<file path="src/rtl/pixel_stream_transmitter.sv">
// Paced raster pixel transmitter: derives a pixel clock from I_CLK, walks
// active / horizontal-blank / vertical-blank slots, and emits one buffered
// upstream pixel per active slot through a 2-entry elastic buffer.
module pixel_stream_transmitter #(
  parameter int P_FRAME_COLUMNS     = 640,
  parameter int P_FRAME_ROWS        = 480,
  parameter int P_PIXEL_DEPTH       = 24,
  parameter int P_H_BLANK           = 160,
  parameter int P_V_BLANK           = 45,
  parameter int P_PIXEL_CLK_HALF    = 7,
  parameter int P_FRAME_COLUMN_BITS = $clog2(P_FRAME_COLUMNS),
  parameter int P_FRAME_ROW_BITS    = $clog2(P_FRAME_ROWS)
) (
  input  logic                           I_CLK,
  input  logic                           I_RESET,
  input  logic                           I_ENABLE,
  input  logic [P_PIXEL_DEPTH-1:0]       I_PIXEL,
  input  logic                           I_PIXEL_VALID,
  output logic                           O_PIXEL_READY,
  output logic                           O_PIXEL_CLK,
  output logic                           O_DATA_VALID,
  output logic [P_PIXEL_DEPTH-1:0]       O_PIXEL,
  output logic [P_FRAME_COLUMN_BITS-1:0] O_PIXEL_COLUMN,
  output logic [P_FRAME_ROW_BITS-1:0]    O_PIXEL_ROW,
  output logic                           O_FRAME_START,
  output logic                           O_UNDERFLOW
);

  localparam int LP_H_TOTAL = P_FRAME_COLUMNS + P_H_BLANK;
  localparam int LP_V_TOTAL = P_FRAME_ROWS + P_V_BLANK;
  localparam int LP_HC_W    = (LP_H_TOTAL > 1) ? $clog2(LP_H_TOTAL) : 1;
  localparam int LP_VC_W    = (LP_V_TOTAL > 1) ? $clog2(LP_V_TOTAL) : 1;
  localparam int LP_DIV_W   = (P_PIXEL_CLK_HALF > 1) ? $clog2(P_PIXEL_CLK_HALF) : 1;

  localparam logic [LP_DIV_W-1:0] LP_DIV_MAX   = LP_DIV_W'(P_PIXEL_CLK_HALF - 1);
  localparam logic [LP_HC_W-1:0]  LP_H_LAST    = LP_HC_W'(LP_H_TOTAL - 1);
  localparam logic [LP_VC_W-1:0]  LP_V_LAST    = LP_VC_W'(LP_V_TOTAL - 1);
  localparam logic [LP_HC_W-1:0]  LP_H_ACTIVE  = LP_HC_W'(P_FRAME_COLUMNS);
  localparam logic [LP_VC_W-1:0]  LP_V_ACTIVE  = LP_VC_W'(P_FRAME_ROWS);

  typedef enum logic [1:0] {
    S_IDLE,
    S_ACTIVE,
    S_HBLANK,
    S_VBLANK
  } state_t;

  // Region of a slot, purely from its raster coordinates.
  function automatic state_t slot_state(input logic [LP_HC_W-1:0] h,
                                        input logic [LP_VC_W-1:0] v);
    if (v >= LP_V_ACTIVE) return S_VBLANK;
    if (h >= LP_H_ACTIVE) return S_HBLANK;
    return S_ACTIVE;
  endfunction

  // ---------------------------------------------------------------------------
  // Pixel clock divider
  // ---------------------------------------------------------------------------
  logic [LP_DIV_W-1:0] r_div;
  logic                r_pix_clk;
  logic                w_update;

  // Falling edge of the pixel clock is where every stream output advances.
  assign w_update = (r_div == LP_DIV_MAX) && r_pix_clk;

  // Free-running half-period counter; toggles the pixel clock on terminal count.
  // NOTE: sequential state is assigned with <= so every flop samples the
  // pre-edge values of its neighbours, regardless of statement order.
  always_ff @(posedge I_CLK or negedge I_RESET) begin
    if (!I_RESET) begin
      r_div     <= '0;
      r_pix_clk <= 1'b1;
    end else if (r_div == LP_DIV_MAX) begin
      r_div     <= '0;
      r_pix_clk <= ~r_pix_clk;
    end else begin
      r_div     <= r_div + 1'b1;
    end
  end

  // ---------------------------------------------------------------------------
  // Two-entry elastic buffer
  // ---------------------------------------------------------------------------
  logic [P_PIXEL_DEPTH-1:0] r_mem [2];
  logic                     r_wr_ptr;
  logic                     r_rd_ptr;
  logic [1:0]               r_count;
  logic                     w_full;
  logic                     w_empty;
  logic                     w_push;
  logic                     w_pop;
  logic [P_PIXEL_DEPTH-1:0] w_head;

  assign w_full        = (r_count == 2'd2);
  assign w_empty       = (r_count == 2'd0);
  assign O_PIXEL_READY = !w_full;
  assign w_push        = I_PIXEL_VALID && !w_full;
  assign w_head        = r_mem[r_rd_ptr];

  // Storage write; entries are only read after being written, so no reset.
  // NOTE: the data array is deliberately left out of reset -- occupancy is
  // tracked by r_count, and resetting storage would only add reset fan-out.
  always_ff @(posedge I_CLK) begin
    if (w_push) r_mem[r_wr_ptr] <= I_PIXEL;
  end

  // Pointer and occupancy bookkeeping for simultaneous push/pop.
  always_ff @(posedge I_CLK or negedge I_RESET) begin
    if (!I_RESET) begin
      r_wr_ptr <= 1'b0;
      r_rd_ptr <= 1'b0;
      r_count  <= 2'd0;
    end else begin
      if (w_push) r_wr_ptr <= ~r_wr_ptr;
      if (w_pop)  r_rd_ptr <= ~r_rd_ptr;
      case ({w_push, w_pop})
        2'b10:   r_count <= r_count + 2'd1;
        2'b01:   r_count <= r_count - 2'd1;
        default: r_count <= r_count;
      endcase
    end
  end

  // ---------------------------------------------------------------------------
  // Raster state machine
  // ---------------------------------------------------------------------------
  state_t             r_state;
  state_t             w_state_next;
  logic [LP_HC_W-1:0] r_hcount;
  logic [LP_HC_W-1:0] w_h_next;
  logic [LP_VC_W-1:0] r_vcount;
  logic [LP_VC_W-1:0] w_v_next;
  logic               w_frame_start;

  // State and slot-counter registers.
  always_ff @(posedge I_CLK or negedge I_RESET) begin
    if (!I_RESET) begin
      r_state  <= S_IDLE;
      r_hcount <= '0;
      r_vcount <= '0;
    end else begin
      r_state  <= w_state_next;
      r_hcount <= w_h_next;
      r_vcount <= w_v_next;
    end
  end

  // Next slot: advance the raster on update edges, frame boundary samples enable.
  // NOTE: every output of this block is given a default first, so no path
  // leaves a signal unassigned and no latch is inferred.
  always_comb begin
    w_state_next  = r_state;
    w_h_next      = r_hcount;
    w_v_next      = r_vcount;
    w_frame_start = 1'b0;
    if (w_update) begin
      if (r_state == S_IDLE) begin
        if (I_ENABLE) begin
          w_state_next  = S_ACTIVE;
          w_h_next      = '0;
          w_v_next      = '0;
          w_frame_start = 1'b1;
        end
      end else if (r_hcount != LP_H_LAST) begin
        w_h_next     = r_hcount + 1'b1;
        w_state_next = slot_state(w_h_next, r_vcount);
      end else if (r_vcount != LP_V_LAST) begin
        w_h_next     = '0;
        w_v_next     = r_vcount + 1'b1;
        w_state_next = slot_state('0, w_v_next);
      end else begin
        w_h_next = '0;
        w_v_next = '0;
        if (I_ENABLE) begin
          w_state_next  = S_ACTIVE;
          w_frame_start = 1'b1;
        end else begin
          w_state_next  = S_IDLE;
        end
      end
    end
  end

  // An active slot consumes the buffer head if there is one; an empty buffer
  // skips the slot rather than stalling the raster.
  assign w_pop = w_update && (w_state_next == S_ACTIVE) && !w_empty;

  // ---------------------------------------------------------------------------
  // Registered stream outputs
  // ---------------------------------------------------------------------------
  logic                           r_data_valid;
  logic [P_PIXEL_DEPTH-1:0]       r_pixel;
  logic [P_FRAME_COLUMN_BITS-1:0] r_column;
  logic [P_FRAME_ROW_BITS-1:0]    r_row;
  logic                           r_frame_start;
  logic                           r_underflow;

  // Load the new slot's outputs on update edges; blanks hold column/row.
  always_ff @(posedge I_CLK or negedge I_RESET) begin
    if (!I_RESET) begin
      r_data_valid  <= 1'b0;
      r_pixel       <= '0;
      r_column      <= '0;
      r_row         <= '0;
      r_frame_start <= 1'b0;
      r_underflow   <= 1'b0;
    end else begin
      r_frame_start <= w_frame_start;
      if (w_update) begin
        if (w_state_next == S_ACTIVE) begin
          r_column     <= w_h_next[P_FRAME_COLUMN_BITS-1:0];
          r_row        <= w_v_next[P_FRAME_ROW_BITS-1:0];
          r_data_valid <= !w_empty;
          r_pixel      <= w_empty ? '0 : w_head;
          if (w_empty) r_underflow <= 1'b1;
        end else begin
          r_data_valid <= 1'b0;
          r_pixel      <= '0;
        end
      end
    end
  end

  assign O_PIXEL_CLK    = r_pix_clk;
  assign O_DATA_VALID   = r_data_valid;
  assign O_PIXEL        = r_pixel;
  assign O_PIXEL_COLUMN = r_column;
  assign O_PIXEL_ROW    = r_row;
  assign O_FRAME_START  = r_frame_start;
  assign O_UNDERFLOW    = r_underflow;

endmodule

</file>
<file path="config.mk">
export PLATFORM = sky130hd
export DESIGN_NAME = pixel_stream_transmitter
export DESIGN_NICKNAME = d
export VERILOG_FILES = /design/src/rtl/pixel_stream_transmitter.sv
export SDC_FILE = /design/constraint.sdc
export NUM_CORES = 1
export LEC_CHECK = 0
export CAP_MARGIN = 20
export CORE_ASPECT_RATIO = 1.75
export CORE_MARGIN = 2
export CORE_UTILIZATION = 56
export CTS_BUF_LIST = sky130_fd_sc_hd__clkbuf_2 sky130_fd_sc_hd__clkbuf_4 sky130_fd_sc_hd__clkbuf_8
export CTS_CLUSTER_SIZE = 12
export DETAILED_ROUTE_END_ITERATION = 6
export GPL_TIMING_DRIVEN = 1
export PLACE_DENSITY = 0.82
export SYNTH_ARGS = -nofsm -noshare
export SYNTH_HDL_FRONTEND = slang
export SYNTH_SLANG_ARGS = --single-unit
</file>
<file path="constraint.sdc">
create_clock -name I_CLK -period 3.7 [get_ports I_CLK]
set_input_delay 0.37 -clock I_CLK [delete_from_list [all_inputs] [get_ports I_CLK]]
set_output_delay 0.37 -clock I_CLK [all_outputs]
set_load 0.03 [all_outputs]
</file>
==> impl_summary.txt, run 1 <==
----------------------------------------------------
[Clock network]
  Clock latency of the later-clocked register in the worst-skew pair ... 0.43 ns
  Clock-pin slew on the worst setup and hold paths ... 0.07 ns
  Root buf cell ... sky130_fd_sc_hd__clkbuf_8
  Setup repair bufs after CTS ... 0
  H-tree depth ... 4
  Number of buffers inserted during clock tree synthesis ... 17
  Maximum count of clock buffers along a single path ... 2
  Number of hold-repair buffers added at the cts stage ... 0
  Sinks on the clock net ... 124
  Clock tree from TritonCTS ... yes

[Worst setup path]
  Sort of element at the start of the critical path ... flip-flop
  Critical Path Max Stage Delay ... 0.46 ns
  Sequence of cells on the critical path ... ha_1, and4_2, nand4_1, nor2_1, a31oi_2, o21ai_0, o2111a_1, ha_1, nor2_1, xor2_1
  Reg2reg setup slack ... 0.55 ns
  CP Capture Point ... r_count[1]$_DFFE_PN0P_
  Worst setup path class ... flip-flop to flip-flop
  Arrival @ worst endpoint ... 3.50 ns
  Peak fanout along the critical path ... 12
  Number of cells on the critical path ... 10
  Worst R2R Path Depth ... 10
  Worst flop-to-flop path startpoint ... r_hcount[0]$_DFF_PN0_
  Critical path startpoint ... r_hcount[0]$_DFF_PN0_
  Type of destination of the critical path ... flip-flop
  Bufs and invs on worst path ... 0
  Cell with the biggest individual delay on the critical path ... sky130_fd_sc_hd__a31oi_2
  End of the worst register-to-register path ... r_count[1]$_DFFE_PN0P_
  Top delay family on crit path ... compound AO/OA/AOI/OAI gates
  Required @ worst endpoint ... 4.04 ns

[Finish]
  Total non-filler cell area in the finished layout ... 6510 µm²
  FF/Latch Area ... 3340 µm²
  Final net count ... 487
  Number of fill cells ... 652
  Area grow syn2layout ... 24.3%
  Multi-input logic area ... 1770 µm²
  Antenna diodes ... 0
  End-of-flow core utilization ... 0.716
  Share of final-layout standard cells stronger than drive strength 1 ... 0.203

[STA]
  Final Slew Violations ... 0
  RSZ-0062 raised after global routing ... false
  Minimum clock period ... 3.15 ns
  Total Negative Setup Slacks ... 0 ns
  Headroom to the max-slew limit ... 0.260
  Final number of setup-violating endpoints ... 0
  Maximum operating frequency ... 317 MHz
  Fin. Hold Viols ... 0
  Final worst path period share ... 0.853
  Setup skew after layout ... 0.0189 ns
  Tightest Pin Transition ... 1.10 ns

[GRT]
  Remaining global-route overflow ... 0
  Number of global-route vias before repair ... 3684
  Wire length of the first global-routing pass ... 18100 µm
  Number of antenna violations at the first check in global routing ... 0
  Maximum number of pins on one net before global-route repair ... 77
  GRT Total Usage ... 0.230

[Routing]
  Remaining design rule violation count ... 0
  Final routed wirelength across all metal layers ... 10900 µm
  Number of DRC markers after the initial detailed-route iteration ... 365
  Routed Antenna Nets ... 0
  Mean routed wirelength per cell ... 18.5 µm
  Via/cell ratio ... 5.78
  Number of iterations in the first detailed-routing pass ... 5
  Total number of vias ... 3394

[Placed design]
  Buffers on Ports ... 75
  Dpl cell area ... 6060 µm²
  Detail Placement HPWL ... 6820 µm
  Final estimated routing congestion in global placement ... 0.906

[Logic synthesis]
  Post-synth EDFFs ... 48
  Primary flip-flop cell chosen by synthesis mapping ... sky130_fd_sc_hd__dfrtp_1
  Post-Synthesis Net Count ... 404
  Share of synthesized flip-flops with an asynchronous set or reset ... 0.613
  Total standard cell area after synthesis ... 5240 µm²
  Cell count after synthesis ... 371
  Seq cells post-synth ... 124
  Top-area cell type share of the netlist area ... 0.358
  Post-synthesis sequential area ratio ... 0.638
  Warnings from Yosys ... 0
  Average footprint of a synthesized cell ... 14.1 µm²
  Leading area contributor after synthesis ... sky130_fd_sc_hd__dfrtp_1
  Synth top area cells ... sky130_fd_sc_hd__dfrtp_1 36%, sky130_fd_sc_hd__edfxtp_1 28%, sky130_fd_sc_hd__mux2_4 5.4%, sky130_fd_sc_hd__mux2_2 5.4%, sky130_fd_sc_hd__a22o_1 4.3%
  Distinct cell type count of the synthesized netlist ... 43

[Run status]
  Status ... finished clean

[Floorplan]
  Std-Cell Core Area ... 9090 µm²
  Starting Density ... 0.576
  Die outline area ... 10200 µm²
  Die outline width ... 77.1 µm
  Standard-cell rows ... 46
  Ports placed on the boundary ... 76
  Vertical die dimension ... 132 µm

[Power]
  Power density over cell area ... 688 nW/µm²
  Largest vdd supply drop ... 564 µV
  Internal Dissipation ... 0.00310 W
  P_sw ... 0.00139 W
  Clock power frac ... 0.278
  Static power due to leakage ... 2.58 nW
  Combinational power share ... 0.279
  Fraction of power consumed by sequential logic ... 0.443
  Switching part of the total power ... 0.309

[Min path]
  Hold crit path type ... input port to asynchronous set/reset pin

[Run]
  Max cap viols ... 0

----------------------------------------------------
## metal layers
metal  up-vias  part of all wire  wire length [µm]  global-route usage
li1       1563                 -                 -                   -
met1      1692              0.39              4200               0.266
met2       113              0.54              5870               0.388
met3        26             0.049               534              0.0623
met4         0             0.025               269               0.119
met5         -                 0                 0                   0
## power by group through the flow
stage / sequential [W] / clock [W] / combinational [W]
after global placement: 0.00201 / 0 / 0.00117
after CTS: 0.00201 / 0.00127 / 0.00122
after floorplan: 0.00222 / 0 / 0.000485
after detailed placement: 0.00201 / 0 / 0.00120
final: 0.00198 / 0.00125 / 0.00125
after global routing: 0.00202 / 0.00133 / 0.00132
## cells in the mapped netlist, drive strengths merged, types with 3 or more instances
cell and count:
nand4 11, xnor2 3, xor2 5, a21oi 4, o211ai 3, and3 4
or2 3, nor3 4, mux2 44, o21ai 26, dfrtp 75, clkbuf 11
a22o 26, nor2b 5, nor2 20, a21o 4, buf 6, nand2 21
ha 5, edfxtp 48, o31ai 7, nand3 13, inv 4
## layout make-up
type | instances | area share
repair buffers | 81 | 0.123
well taps | 120 | 0.0231
clock inverters | 10 | 0.0213
flip-flops and latches | 124 | 0.514
multi-input cells | 226 | 0.272
inverters | 4 | 0.00231
clock buffers | 22 | 0.0446
## cells in the final DEF, fill, tap and decap left out, types with 3 or more instances in the layout
master and n:
sky130_fd_sc_hd__dfrtp_1 75, sky130_fd_sc_hd__clkdlybuf4s50_1 74, sky130_fd_sc_hd__edfxtp_1 48, sky130_fd_sc_hd__o21ai_0 26, sky130_fd_sc_hd__a22o_1 26, sky130_fd_sc_hd__mux2_2 25, sky130_fd_sc_hd__nand2_1 21, sky130_fd_sc_hd__clkbuf_8 20
sky130_fd_sc_hd__nor2_1 19, sky130_fd_sc_hd__mux2_4 19, sky130_fd_sc_hd__nand3_1 13, sky130_fd_sc_hd__nand4_1 11, sky130_fd_sc_hd__o31ai_1 7, sky130_fd_sc_hd__buf_4 6, sky130_fd_sc_hd__nor2b_1 5, sky130_fd_sc_hd__ha_1 5
sky130_fd_sc_hd__inv_1 4, sky130_fd_sc_hd__nor3_1 4, sky130_fd_sc_hd__a21oi_1 4, sky130_fd_sc_hd__xor2_1 4, sky130_fd_sc_hd__a21o_1 4, sky130_fd_sc_hd__or2_2 3, sky130_fd_sc_hd__o211ai_1 3, sky130_fd_sc_hd__and3_1 3
sky130_fd_sc_hd__xnor2_1 3, sky130_fd_sc_hd__clkinvlp_4 3, sky130_fd_sc_hd__bufinv_16 3
## worst min path at each step
stage / start / end / slack, ns / cells after the start
after CTS: I_RESET / O_PIXEL_ROW[3]$_DFFE_PN0P_ / 0.11 / 1
after global placement: O_DATA_VALID$_DFFE_PN0P_ / O_DATA_VALID$_DFFE_PN0P_ / 0.47 / 1
after global routing: I_RESET / O_PIXEL_ROW[7]$_DFFE_PN0P_ / 0.17 / 1
after floorplan: I_RESET / O_DATA_VALID$_DFFE_PN0P_ / 0.07 / 0
final: I_RESET / O_PIXEL_ROW[7]$_DFFE_PN0P_ / 0.08 / 1
after detailed placement: O_UNDERFLOW$_DFFE_PN0P_ / O_UNDERFLOW$_DFFE_PN0P_ / 0.48 / 1
## timing repair
action | 4_1_cts | 5_1_grt
endpoints found under the setup margin | 0 | 1
gates resized for setup | 0 | 1
hold endpoints to repair | 0 | 0
## cell families after synthesis
kind of cell,share of synthesized area
buffers and inverters,0.0253
muxes,0.112
xor gates and xnor gates,0.0148
AOI/OAI and AO/OA,0.105
and+or+nand+nor,0.0933
DFF,0.638
adders and majority gates,0.0119
## through the flow
step	hold slack [ns]	cells	total power [W]	setup WS, ns
2_1_floorplan	0.0744	371	0.00270	0.938
3_3_place_gp	0.472	554	0.00318	0.516
3_5_place_dp	0.476	554	0.00322	0.340
4_1_cts	0.108	586	0.00450	0.282
5_1_grt	0.165	587	0.00466	0.294
6_report	0.0795	587	0.00448	0.546
## state kept, by name, summed over array words and instances, names as in the netlist, 2 cells and up
| signal | count |
|---|---|
| r_vcount | 10 |
| r_mem | 48 |
| O_PIXEL_COLUMN | 10 |
| r_hcount | 10 |
| r_count | 2 |
| O_PIXEL | 24 |
| r_state | 2 |
| r_div | 3 |
| O_PIXEL_ROW | 9 |
Note: power is estimated with default switching activity, not from simulation.
==> run 2: changes to the inputs <==
- CORE_UTILIZATION: 56 -> 54
- PLACE_DENSITY: 0.82 -> 0.79
- TNS_END_PERCENT: not set -> 50
==> impl_summary.txt, run 2 (synthesized netlist as in run 1, its figures left out) <==
----------------------------------------------------
[Power]
  Power density over cell area ... 680 nW/µm²
  Largest vdd supply drop ... 607 µV
  Clock power frac ... 0.271
  Static power due to leakage ... 2.57 nW
  P_sw ... 0.00136 W
  Switching part of the total power ... 0.308
  Fraction of power consumed by sequential logic ... 0.444
  Internal Dissipation ... 0.00306 W
  Combinational power share ... 0.286

[Floorplan]
  Standard-cell rows ... 47
  Vertical die dimension ... 134 µm
  Die outline area ... 10500 µm²
  Starting Density ... 0.554
  Ports placed on the boundary ... 76
  Std-Cell Core Area ... 9470 µm²
  Die outline width ... 78.5 µm

[Worst setup path]
  Bufs and invs on worst path ... 0
  Worst setup path class ... flip-flop to flip-flop
  Sort of element at the start of the critical path ... flip-flop
  Sequence of cells on the critical path ... ha_1, and4_2, nand4_1, nor2_1, a31oi_1, o21ai_0, o2111a_1, ha_1, nor2_1, xor2_1
  Arrival @ worst endpoint ... 3.58 ns
  Required @ worst endpoint ... 4.04 ns
  Peak fanout along the critical path ... 12
  Type of destination of the critical path ... flip-flop
  Reg2reg setup slack ... 0.46 ns
  Top delay family on crit path ... compound AO/OA/AOI/OAI gates
  Critical Path Max Stage Delay ... 0.68 ns
  Cell with the biggest individual delay on the critical path ... sky130_fd_sc_hd__a31oi_1

[STA]
  Final Slew Violations ... 0
  RSZ-0062 raised after global routing ... false
  Maximum operating frequency ... 308 MHz
  Headroom to the max-slew limit ... 0.324
  Setup skew after layout ... 0.0115 ns
  Min setup slack post-route ... 0.457 ns
  Final worst path period share ... 0.877
  Fin. Hold Viols ... 0
  Minimum clock period ... 3.24 ns
  Final number of setup-violating endpoints ... 0
  Tightest Pin Transition ... 1.00 ns
  Total Negative Setup Slacks ... 0 ns

[Clock network]
  Clock latency of the later-clocked register in the worst-skew pair ... 0.43 ns
  CTS-repair resized insts ... 0
  Clock tree from TritonCTS ... yes
  Sinks on the clock net ... 124
  Root buf cell ... sky130_fd_sc_hd__clkbuf_8
  Maximum count of clock buffers along a single path ... 2
  Setup repair bufs after CTS ... 0
  H-tree depth ... 4
  Number of buffers inserted during clock tree synthesis ... 17
  Number of hold-repair buffers added at the cts stage ... 0
  Clock-pin slew on the worst setup and hold paths ... 0.07 ns

[Finish]
  Max reg flops ... 48
  Antenna diodes ... 0
  Final net count ... 487
  Commonest cells after routing, fill and taps aside ... 75 x sky130_fd_sc_hd__dfrtp_1, 74 x sky130_fd_sc_hd__clkdlybuf4s50_1, 48 x sky130_fd_sc_hd__edfxtp_1, 26 x sky130_fd_sc_hd__o21ai_0, 26 x sky130_fd_sc_hd__a22o_1
  Area grow syn2layout ... 24.0%
  Share of final-layout standard cells stronger than drive strength 1 ... 0.203
  Leading cell type in the layout, fill and taps excluded ... sky130_fd_sc_hd__dfrtp_1
  Number of fill cells ... 642
  Largest register by flop count ... r_mem

[Routing]
  Final routed wirelength across all metal layers ... 10300 µm
  Number of DRC markers after the initial detailed-route iteration ... 254
  Mean routed wirelength per cell ... 17.5 µm
  Total number of vias ... 3393
  Remaining design rule violation count ... 0
  Routed Antenna Nets ... 0
  Via/cell ratio ... 5.76
  Number of iterations in the first detailed-routing pass ... 4

[Run]
  Max cap viols ... 0

[GRT]
  GRT Total Usage ... 0.211
  Remaining global-route overflow ... 0
  Number of global-route vias before repair ... 3623
  Wire length of the first global-routing pass ... 17000 µm
  Maximum number of pins on one net before global-route repair ... 77
  Number of antenna violations at the first check in global routing ... 0

[Placed design]
  Detail Placement HPWL ... 6770 µm
  Buffers on Ports ... 75
  Worst slack at placement ... 0.486 ns
  Final estimated routing congestion in global placement ... 0.849

[Min path]
  Hold crit path type ... input port to asynchronous set/reset pin

[Run status]
  Status ... finished clean

----------------------------------------------------
==> run 2: changes by cell type in the layout (fill, tap and decap cells not counted) <==
cell	before	now
sky130_fd_sc_hd__a31oi_1	0	1
sky130_fd_sc_hd__a31oi_2	1	0
sky130_fd_sc_hd__buf_16	0	1
sky130_fd_sc_hd__buf_8	1	0
sky130_fd_sc_hd__clkbuf_4	2	3
sky130_fd_sc_hd__clkbuf_8	20	17
sky130_fd_sc_hd__clkinv_1	1	0
sky130_fd_sc_hd__clkinv_2	1	4
sky130_fd_sc_hd__clkinv_4	2	1
sky130_fd_sc_hd__clkinvlp_4	3	4
==> run 2: final timing paths <==
check,cells after the start,from,to
max,10,r_hcount[0]$_DFF_PN0_,r_count[1]$_DFFE_PN0P_
min,1,I_RESET,O_PIXEL[12]$_DFFE_PN0P_
max reg2reg,10,r_hcount[0]$_DFF_PN0_,r_count[1]$_DFFE_PN0P_
min reg2reg,1,O_DATA_VALID$_DFFE_PN0P_,O_DATA_VALID$_DFFE_PN0P_
max in group asynchronous,1,I_RESET,O_PIXEL[14]$_DFFE_PN0P_
min in group I_CLK,1,O_DATA_VALID$_DFFE_PN0P_,O_DATA_VALID$_DFFE_PN0P_
==> run 2: power by group through the flow <==
stage / clock [W] / sequential [W] / combinational (W)
2_1_floorplan: 0 / 0.00222 / 0.000485
3_3_place_gp: 0 / 0.00200 / 0.00118
3_5_place_dp: 0 / 0.00201 / 0.00120
4_1_cts: 0.00122 / 0.00199 / 0.00121
5_1_grt: 0.00128 / 0.00200 / 0.00134
6_report: 0.00120 / 0.00196 / 0.00126
==> run 2: cell type report <==
| class | instances | area [µm²] | share of cell area |
|---|---|---|---|
| inverter | 4 | 15.0 | 0.00231 |
| multi-input combinational | 226 | 1770 | 0.272 |
| sequential | 124 | 3340 | 0.515 |
| tap | 122 | 153 | 0.0235 |
| clock inverter | 12 | 149 | 0.0229 |
| clock buffer | 20 | 256 | 0.0395 |
| timing repair buffer | 81 | 813 | 0.125 |
==> run 2: layer usage <==
layer | global-route usage | share of wire | vias up
met5 | 0 | 0 | -
met1 | 0.228 | 0.39 | 1706
met4 | 0.0897 | 0.020 | 0
met2 | 0.372 | 0.55 | 111
met3 | 0.0720 | 0.050 | 16
li1 | - | - | 1560
==> run 2: through the flow <==
stage | hold slack (ns) | util | total power [W] | area [µm²] | cells
after floorplan | 0.0744 | - | 0.00270 | 5240 | 371
after global placement | 0.464 | 0.641 | 0.00318 | 6060 | 556
after detailed placement | 0.474 | 0.641 | 0.00321 | 6060 | 556
after CTS | 0.111 | 0.683 | 0.00442 | 6470 | 588
after global routing | 0.153 | 0.686 | 0.00462 | 6500 | 589
final | 0.0823 | 0.686 | 0.00442 | 6500 | 589
==> run 3: changes to the inputs <==
- CORE_UTILIZATION: 54 -> 56
- PLACE_DENSITY: 0.79 -> 0.82
- SETUP_SLACK_MARGIN: not set -> 0.02
- SLEW_MARGIN: not set -> 20
==> impl_summary.txt, run 3 (synthesized netlist as in run 1, its figures left out) <==
----------------------------------------------------
[Routing]
  Number of iterations in the first detailed-routing pass ... 5
  Via/cell ratio ... 5.75
  Routed Antenna Nets ... 0
  Final routed wirelength across all metal layers ... 10900 µm
  Wire length on met3 ... 506 µm
  Wire length on met1 ... 4220 µm
  WL met2 ... 5880 µm
  Mean routed wirelength per cell ... 18.6 µm
  Number of DRC markers after the initial detailed-route iteration ... 339
  Remaining design rule violation count ... 0
  Uppermost layer routed ... met4
  Total number of vias ... 3375

[STA]
  Maximum operating frequency ... 316 MHz
  RSZ-0062 raised after global routing ... false
  Minimum clock period ... 3.17 ns
  Headroom to the max-slew limit ... 0.376
  Fin. Hold Viols ... 0
  Setup skew after layout ... 0.0187 ns
  Tightest Pin Transition ... 0.935 ns
  Total Negative Setup Slacks ... 0 ns
  Final number of setup-violating endpoints ... 0
  Final worst path period share ... 0.856
  Final Slew Violations ... 0

[Worst setup path]
  Type of destination of the critical path ... flip-flop
  Worst flop-to-flop path startpoint ... r_hcount[0]$_DFF_PN0_
  Cell with the biggest individual delay on the critical path ... sky130_fd_sc_hd__a31oi_2
  Worst setup path class ... flip-flop to flip-flop
  Critical path startpoint ... r_hcount[0]$_DFF_PN0_
  Top delay family on crit path ... compound AO/OA/AOI/OAI gates
  End of the worst register-to-register path ... r_count[1]$_DFFE_PN0P_
  Number of cells on the critical path ... 10
  Worst R2R Path Depth ... 10
  Bufs and invs on worst path ... 0
  Reg2reg setup slack ... 0.53 ns
  Peak fanout along the critical path ... 12
  Critical Path Max Stage Delay ... 0.46 ns
  CP Capture Point ... r_count[1]$_DFFE_PN0P_
  Required @ worst endpoint ... 4.04 ns
  Arrival @ worst endpoint ... 3.51 ns
  Sequence of cells on the critical path ... ha_1, and4_2, nand4_1, nor2_1, a31oi_2, o21ai_0, o2111a_1, ha_1, nor2_1, xor2_1
  Sort of element at the start of the critical path ... flip-flop

[Power]
  Power density over cell area ... 687 nW/µm²
  Post-layout power ... 0.00447 W
  Static power due to leakage ... 2.57 nW
  Largest vdd supply drop ... 585 µV

[Clock network]
  Clock-pin slew on the worst setup and hold paths ... 0.07 ns
  Root buf cell ... sky130_fd_sc_hd__clkbuf_8
  Clock tree from TritonCTS ... yes
  Clock latency of the later-clocked register in the worst-skew pair ... 0.43 ns
  H-tree depth ... 4
  Number of buffers inserted during clock tree synthesis ... 17
  Setup repair bufs after CTS ... 0
  Sinks on the clock net ... 124
  Maximum count of clock buffers along a single path ... 2

[Placed design]
  Buffers on Ports ... 75
  Final estimated routing congestion in global placement ... 0.906
  Detail Placement HPWL ... 6820 µm
  Number of placed cells counting well taps ... 554

[GRT]
  Number of global-route vias before repair ... 3684
  Maximum number of pins on one net before global-route repair ... 77
  Remaining global-route overflow ... 0
  Wire length of the first global-routing pass ... 18100 µm
  GRT Total Usage ... 0.230
  Number of antenna violations at the first check in global routing ... 0

[Finish]
  Max reg flops ... 48
  Antenna diodes ... 0
  Final net count ... 487
  Area grow syn2layout ... 24.1%
  Largest register by flop count ... r_mem
  Post-Layout Cell Count ... 587
  Share of final-layout standard cells stronger than drive strength 1 ... 0.206
  Number of fill cells ... 649
  Commonest cells after routing, fill and taps aside ... 74 x sky130_fd_sc_hd__dfrtp_1, 74 x sky130_fd_sc_hd__clkdlybuf4s50_1, 48 x sky130_fd_sc_hd__edfxtp_1, 26 x sky130_fd_sc_hd__o21ai_0, 26 x sky130_fd_sc_hd__a22o_1
  End-of-flow core utilization ... 0.715

[Min path]
  Hold crit path type ... input port to asynchronous set/reset pin

[Run]
  Max cap viols ... 0

[Floorplan]
  Std-Cell Core Area ... 9090 µm²
  Ports placed on the boundary ... 76
  Die outline area ... 10200 µm²
  Starting Density ... 0.576
  Vertical die dimension ... 132 µm
  Standard-cell rows ... 46
  Die outline width ... 77.1 µm

[Run status]
  Status ... finished clean

----------------------------------------------------
[run 3: area by class of cell]
cell class / instances / area [µm²] / area share
timing repair buffer: 81 / 791 / 0.122
sequential: 124 / 3350 / 0.514
tap: 120 / 150 / 0.0231
multi-input combinational: 226 / 1770 / 0.273
inverter: 4 / 15.0 / 0.00231
clock inverter: 10 / 139 / 0.0214
clock buffer: 22 / 290 / 0.0446
[run 3: report_power, final]
group | leakage (nW) | total, W | switching (W) | internal, W
Clock | 0.210 | 0.00125 | 0.000516 | 0.000734
Sequential | 1.40 | 0.00201 | 0.000247 | 0.00176
Combinational | 0.963 | 0.00121 | 0.000623 | 0.000586
[run 3: stage by stage]
step / area, µm² / hold slack (ns) / setup WS (ns)
3_3_place_gp: 6060 / 0.472 / 0.516
6_report: 6500 / 0.0696 / 0.532
4_1_cts: 6490 / 0.108 / 0.282
3_5_place_dp: 6060 / 0.476 / 0.340
2_1_floorplan: 5240 / 0.0744 / 0.938
5_1_grt: 6500 / 0.165 / 0.294
[run 3: routing by layer]
layer / up-vias / GRT usage
met5: - / 0
met4: 0 / 0.119
met3: 25 / 0.0623
met2: 114 / 0.388
met1: 1675 / 0.266
li1: 1561 / -
[run 3: repair_timing]
action                                  4_1_cts  5_1_grt
hold buffers                                  0        0
endpoints found under the setup margin        0        1
gates resized for setup                       0        1
[run 3: worst min path at each step]
stage,start,to,slack (ns),cells after the start
CTS,I_RESET,O_PIXEL_ROW[3]$_DFFE_PN0P_,0.11,1
floorplan,I_RESET,O_DATA_VALID$_DFFE_PN0P_,0.07,0
global route,I_RESET,O_PIXEL_ROW[7]$_DFFE_PN0P_,0.17,1
global placement,O_DATA_VALID$_DFFE_PN0P_,O_DATA_VALID$_DFFE_PN0P_,0.47,1
finish,I_RESET,O_PIXEL_ROW[7]$_DFFE_PN0P_,0.07,1
detailed placement,O_UNDERFLOW$_DFFE_PN0P_,O_UNDERFLOW$_DFFE_PN0P_,0.48,1
